$ cat src/rtl/spio_pwm.sv
// Wishbone LED/button peripheral: masked LED writes, debounced buttons with
// sticky W1C rise events and interrupt enables, and one shared PWM brightness.
module spio_pwm #(
  parameter int NLEDS    = 8,
  parameter int NBTN     = 8,
  parameter int DEBOUNCE = 16,
  parameter int PWM_DIV  = 64
) (
  input  logic             i_clk,
  input  logic             i_reset_n,
  input  logic             i_wb_cyc,
  input  logic             i_wb_stb,
  input  logic             i_wb_we,
  input  logic [1:0]       i_wb_addr,
  input  logic [31:0]      i_wb_data,
  input  logic [3:0]       i_wb_sel,
  output logic             o_wb_stall,
  output logic             o_wb_ack,
  output logic [31:0]      o_wb_data,
  input  logic [NBTN-1:0]  i_btn,
  output logic [NLEDS-1:0] o_led,
  output logic             o_int
);

  localparam int CW = $clog2(DEBOUNCE);
  localparam int PW = (PWM_DIV > 1) ? $clog2(PWM_DIV) : 1;

  logic [NLEDS-1:0] led_q;
  logic [7:0]       bright_q;
  logic [NBTN-1:0]  inten_q, events_q;
  logic [NBTN-1:0]  sync1_q, sync2_q, deb_q, deb_prev_q;
  logic [CW-1:0]    db_cnt_q [NBTN];
  logic [PW-1:0]    presc_q;
  logic [7:0]       pwm_cnt_q;

  logic             bus_req, bus_wr;
  logic [31:0]      rd_data;
  logic [NLEDS-1:0] led_mask, led_val;
  logic [NBTN-1:0]  ev_clr, ev_rise;
  logic             lit;
  logic             unused_ok;

  assign o_wb_stall = 1'b0;
  assign bus_req    = i_wb_cyc && i_wb_stb;
  assign bus_wr     = bus_req && i_wb_we;
  assign led_mask   = i_wb_data[16 +: NLEDS];
  assign led_val    = i_wb_data[NLEDS-1:0];
  assign ev_rise    = deb_q & ~deb_prev_q;
  assign ev_clr     = (bus_wr && i_wb_addr == 2'd1) ? i_wb_data[16 +: NBTN] : '0;
  assign lit        = (bright_q == 8'hff) || (pwm_cnt_q < bright_q);
  assign unused_ok  = ^{i_wb_sel[3:2], i_wb_data};

  always_comb begin
    rd_data = 32'h0;
    case (i_wb_addr)
      2'd0: rd_data = 32'(led_q);
      2'd1: rd_data = {16'(events_q), 16'(deb_q)};
      2'd2: rd_data = 32'(inten_q);
      2'd3: rd_data = {24'h0, bright_q};
      default: rd_data = 32'h0;
    endcase
  end

  always_ff @(posedge i_clk) begin
    if (!i_reset_n) begin
      o_wb_ack  <= 1'b0;
      o_wb_data <= 32'h0;
      led_q     <= '0;
      bright_q  <= 8'hff;
      inten_q   <= '0;
      events_q  <= '0;
      o_int     <= 1'b0;
      o_led     <= '0;
    end else begin
      o_wb_ack  <= bus_req;
      o_wb_data <= bus_req ? rd_data : 32'h0;
      if (bus_wr) begin
        case (i_wb_addr)
          2'd0: begin
            if (i_wb_sel[1:0] == 2'b11)
              led_q <= (led_q & ~led_mask) | (led_val & led_mask);
            else if (i_wb_sel[0])
              led_q <= led_val;
          end
          2'd2: inten_q  <= i_wb_data[NBTN-1:0];
          2'd3: bright_q <= i_wb_data[7:0];
          default: ;
        endcase
      end
      // a rise landing in the same cycle as its clear stays set
      events_q <= (events_q & ~ev_clr) | ev_rise;
      o_int    <= |(events_q & inten_q);
      o_led    <= led_q & {NLEDS{lit}};
    end
  end

  always_ff @(posedge i_clk) begin
    if (!i_reset_n) begin
      sync1_q    <= '0;
      sync2_q    <= '0;
      deb_q      <= '0;
      deb_prev_q <= '0;
      for (int i = 0; i < NBTN; i++) db_cnt_q[i] <= '0;
    end else begin
      sync1_q    <= i_btn;
      sync2_q    <= sync1_q;
      deb_prev_q <= deb_q;
      for (int i = 0; i < NBTN; i++) begin
        if (sync2_q[i] == deb_q[i]) begin
          db_cnt_q[i] <= '0;
        end else if (db_cnt_q[i] == CW'(DEBOUNCE - 1)) begin
          deb_q[i]    <= sync2_q[i];
          db_cnt_q[i] <= '0;
        end else begin
          db_cnt_q[i] <= db_cnt_q[i] + 1'b1;
        end
      end
    end
  end

  always_ff @(posedge i_clk) begin
    if (!i_reset_n) begin
      presc_q   <= '0;
      pwm_cnt_q <= 8'h0;
    end else if (presc_q == PW'(PWM_DIV - 1)) begin
      presc_q   <= '0;
      pwm_cnt_q <= pwm_cnt_q + 8'd1;
    end else begin
      presc_q   <= presc_q + 1'b1;
    end
  end

endmodule

$ cat config.mk
export PLATFORM = sky130hd
export DESIGN_NAME = spio_pwm
export DESIGN_NICKNAME = d
export VERILOG_FILES = /design/src/rtl/spio_pwm.sv
export SDC_FILE = /design/constraint.sdc
export NUM_CORES = 1
export LEC_CHECK = 0
export ABC_AREA = 1
export CAP_MARGIN = 10
export CORE_ASPECT_RATIO = 0.6
export CORE_UTILIZATION = 57
export CTS_CLUSTER_SIZE = 25
export DETAILED_ROUTE_END_ITERATION = 7
export PLACE_DENSITY = 0.95
export SLEW_MARGIN = 20
export SYNTH_ARGS = -nofsm -noshare
export SYNTH_HDL_FRONTEND = slang
export SYNTH_SLANG_ARGS = --single-unit
$ cat constraint.sdc
create_clock -name i_clk -period 3.9 [get_ports i_clk]
set_input_delay 1.17 -clock i_clk [delete_from_list [all_inputs] [get_ports i_clk]]
set_output_delay 1.17 -clock i_clk [all_outputs]
set_load 0.01 [all_outputs]
Yosys cells after proc, flatten, opt, wreduce, memory -nomap -nowiden. Memories as Yosys holds them, arrays and structs flattened. Index checks and enable logic that the tools add are counted.

Add/subtract/negate cells: 10. Magnitude comparators: 1. Equality and inequality tests: 22. Mux-type cells: 117. Bitwise logic cells: 44. Reductions and logical operators: 20.

Operators with widths (count): case mux 32 bit (4 select lines) (1); 2-to-1 mux 4 bit (24); 2-to-1 mux 1 bit (89); bitwise AND 8 bit (6); adder 4 x 1 -> 4 bit (second input constant) (8); == test 4 bit (second input constant) (8); 2-to-1 mux 8 bit (3); inverter 8 bit (3); OR 1 bit (24); AND reduction 2 bit (11); OR 8 bit (2); inverter 1 bit (9); adder 8 x 1 -> 8 bit (second input constant) (1); == test 1 bit (8); == test 8 bit (second input constant) (1); < comparator 8 bit (1); OR reduction 8 bit (1); adder 6 x 1 -> 6 bit (second input constant) (1); == test 2 bit (second input constant) (3); == test 6 bit (second input constant) (1); logical AND 1 bit (3); AND reduction 3 bit (1); == test 2 x 1 -> 1 bit (second input constant) (1); zero test 2 bit (1); other kinds (3) (3).

Register bits: 120. Memory bits (writable): 32. Output and inout port bits: 43. Memories kept: 1.

Memory list: db_cnt_q (depth 8, width 4, rd ports 8, clocked after Yosys merged registers in 0, wr ports 8, line 32) `logic [CW-1:0] db_cnt_q [NBTN];`.

Longest topological paths before layout. An unclocked memory read counts as a cell.

Depth in word-level cells: 8. Mapped depth: 9. Mapped depth without buffers: 9.

Worst setup path before layout. No wires, ideal clock.

Kind: input to register. Start: in i_wb_we. End: reg (tool-made name). Library setup time: 122 ps. Arrival time: 1805 ps. Data required time: 3778 ps. Path slack: 1973 ps. Stages on the path: 5. Buffers on the path: 0. Cells stage by stage: nand3_2 nor2_4 o21ai_0 o21ai_0 a21oi_1.

RTL lines: from (decl) (line 13) `input logic i_wb_we,`.

Final worst setup path.
Start: reg o_led[5]. End: out o_led[5].

RTL lines: from (decl) (line 21) `output logic [NLEDS-1:0] o_led,`; from (signal assigned) (line 93) `o_led <= led_q & {NLEDS{lit}};`.

No word-level cell between the ends.

==> results.py <==
metrics = {
    "status": {
        "status": "completed",
    },
    "timing": {
        "fmax_mhz": 409,
        "hold_violations": 0,
        "final-setup-viol-count": 0,
        "worstMarginPinSlew_ns": 0.567,
        "finalCritPeriodShare": 0.626,
        "finalSetupTns_ns": 0,
        "rsz0062_at_grt": "false",
        "finalClockSkew_ns": 0.00582,
        "finalMaxSlewViolations": 0,
        "max-slew-margin-rel": 0.622,
        "period_needed_ns": 2.44,
    },
    "logic_synthesis": {
        "seq_area_frac_synth": 0.539,
        "yosysMostFrequentCell": "nand2_1",
        "async_flop_share": 0,
        "netlist_area_mm2": 0.00565,
        "yosysWarnings": 0,
        "synthTopCellsByArea": "dfxtp_1 37%, edfxtp_1 17%, nand2_1 7.0%",
        "postSynthCellCount": 645,
        "synth_seq_cells": 136,
        "synth_top_area_share": 0.369,
        "synth_ff_type": "dfxtp_1",
        "synth_edf_count": 32,
        "yosysUniqueCellTypes": 32,
        "yosysTopAreaCell": "dfxtp_1",
        "synth_common_cells": "105 x nand2_1, 104 x dfxtp_1, 75 x inv_1, 72 x nor2_1, 65 x o21ai_0",
        "synth_area_per_cell_um2": 8.75,
    },
    "detailed_routing": {
        "vias": 4715,
        "routed_wl_um": 13100,
        "ant_nets": 0,
        "wl_per_cell_um": 14.8,
        "drc": 0,
        "drtPass1Iterations": 5,
        "drt_iter0_drc": 586,
        "viasPerCell": 5.32,
    },
    "layout": {
        "final_layout_size_suffix_gt1_frac": 0.0648,
        "syn_to_final_growth_pct": 23.5,
        "fin_nets": 811,
        "num_antenna_cells": 0,
        "finalNonFillerCells": 886,
        "fillers": 650,
    },
    "cts": {
        "cts_sinks": 136,
        "clockBufferDepth": 2,
        "hold_buffers": 0,
        "post_cts_buffers": 0,
        "ctsResizeCount": 0,
        "cts_tree": "done",
        "cts_max_level": 4,
        "clock-root-buffer": "clkbuf_16",
        "cts_inserted_buffers": 17,
        "path_clk_slew_ns": 0.06,
        "clkLatencyLatePin_ns": 0.41,
    },
    "global_route": {
        "grt_overflow_total": 0,
        "grt_usage": 0.272,
        "grt_max_degree": 31,
        "antenna_found_initial": 0,
        "grt_pass1_vias": 4350,
        "grt_pass1_wl_um": 20700,
    },
    "critical_path": {
        "cp_top_family": "buffers and inverters",
        "path_buf_inv": 1,
        "cp-start-kind": "register",
        "end_kind": "output port",
        "worstPathCellList": "clkdlybuf4s50_1",
        "cpPeakStageDelay_ns": 0.54,
        "r2r_cells": 7,
        "critPathRequiredTime_ns": 2.73,
        "r2r_setup_slack_ns": 2.26,
        "critPathKind": "register to output port",
        "reg2reg_from": "bright_q[5]",
        "critical_path_arrival_ns": 1.27,
        "r2r_end": "o_led[6]",
        "slowest_stage": "clkdlybuf4s50_1",
        "worstPathMaxFanout": 1,
    },
    "power_and_ir_drop": {
        "p_switching_uw": 692,
        "p_leak_uw": 0.00300,
        "clkPwrFrac": 0.486,
        "swShare": 0.212,
        "power_density_mw_per_mm2": 468,
        "p_int_uw": 2580,
        "peakVddDrop_mv": 0.376,
        "comb_power_share": 0.053,
        "power_frac_seq": 0.460,
    },
    "die": {
        "design.die.area_mm2": 0.0103,
        "fp.dieH_um": 79.1,
        "ioPinCount": 94,
        "row_count": 27,
        "core_area_mm2": 0.00939,
        "die_w_um": 130,
        "start_util": 0.601,
    },
    "flow_run": {
        "maxCapViolCount": 0,
    },
    "place": {
        "gp_congestion": 0.916,
        "place.detailed.hpwl_um": 9250,
        "dp.cells": 854,
        "io_buffer_count": 58,
    },
    "worst_hold_path": {
        "whs_path_depth": 2,
        "hold_end": "sync2_q[1]",
        "worstHoldStart": "sync1_q[1]",
        "hold_class": "register to register",
    },
}
area by class of cell:
cell class	instances	area, µm²	share of cell area
flip-flops and latches	136	3040	0.436
multi-input cells	447	2280	0.327
repair buffers	61	598	0.0858
clock buffers	22	464	0.0666
inverters	80	300	0.0431
well taps	130	163	0.0233
clock inverters	10	125	0.0179
state kept, by name, indices dropped and copies added (netlist names), named ones only:
register / cells
sync1_q: 8
o_wb_data: 16
o_wb_ack: 1
inten_q: 8
presc_q: 6
pwm_cnt_q: 8
deb_prev_q: 8
sync2_q: 8
deb_q: 8
db_cnt_q: 32
o_led: 8
bright_q: 8
o_int: 1
events_q: 8
cells in the final DEF, fill, tap and decap left out, types with 17 or more instances in the layout:
cell	netlist	routed
clkbuf_16	0	17
nor2_1	72	72
dfxtp_1	104	104
o21ai_0	65	65
clkdlybuf4s50_1	0	57
ha_1	17	17
inv_1	75	75
conb_1	2	49
a21oi_1	43	43
nand2_1	105	105
edfxtp_1	32	32
nand3_1	36	36
metrics by stage:
| stage | power (µW) | util | hold WS [ns] | instance area, µm² | setup slack (ns) |
|---|---|---|---|---|---|
| finish | 3270 | 0.743 | 0.407 | 6970 | 1.46 |
| global placement | 1690 | 0.680 | 0.394 | 6380 | 1.28 |
| global route | 3370 | 0.743 | 0.435 | 6970 | 1.42 |
| detailed placement | 1700 | 0.680 | 0.398 | 6380 | 1.20 |
| CTS | 3270 | 0.743 | 0.410 | 6970 | 1.44 |
| floorplan | 1640 | - | 0.390 | 5820 | 1.97 |
worst max-delay path by stage:
stage	start	end	slack (ns)	depth (start not counted)
2_1_floorplan	i_wb_we	register	1.97	5
4_1_cts	o_wb_data[4]	o_wb_data[4]	1.44	1
5_1_grt	o_wb_data[2]	o_wb_data[2]	1.42	1
3_5_place_dp	i_wb_addr[1]	register	1.20	7
3_3_place_gp	i_wb_addr[1]	register	1.28	7
6_report	o_led[5]	o_led[5]	1.46	1
worst min-delay path, delay by kind of cell (launching register included):
kind | cells | cell delay [ns]
buffers and inverters | 1 | 0.04
DFF | 1 | 0.30
and+or+nand+nor | 1 | 0.04
cell families after synthesis:
group	count (synthesis)	share of synthesized area
AOI/OAI and AO/OA	128	0.122
buffers and inverters	109	0.0884
and+or+nand+nor	234	0.182
adders and majority gates	17	0.0377
xor gates and xnor gates	19	0.0295
other	2	0.00133
DFF	136	0.539
per-layer routing:
layer  global-route usage  part of all wire  vias up
met2                0.450              0.48      266
met3               0.0869             0.096       36
li1                     -                 -     2257
met1                0.331              0.40     2156
met4                0.102             0.024        0
met5                    0                 0        -
power by group through the flow:
stage	sequential, µW	combinational, µW	clock, µW
final	1500	175	1590
after global routing	1510	192	1670
after CTS	1500	170	1600
after detailed placement	1530	167	0
after global placement	1530	160	0
after floorplan	1530	110	0
No activity file was read; power rests on OpenSTA's default activity.
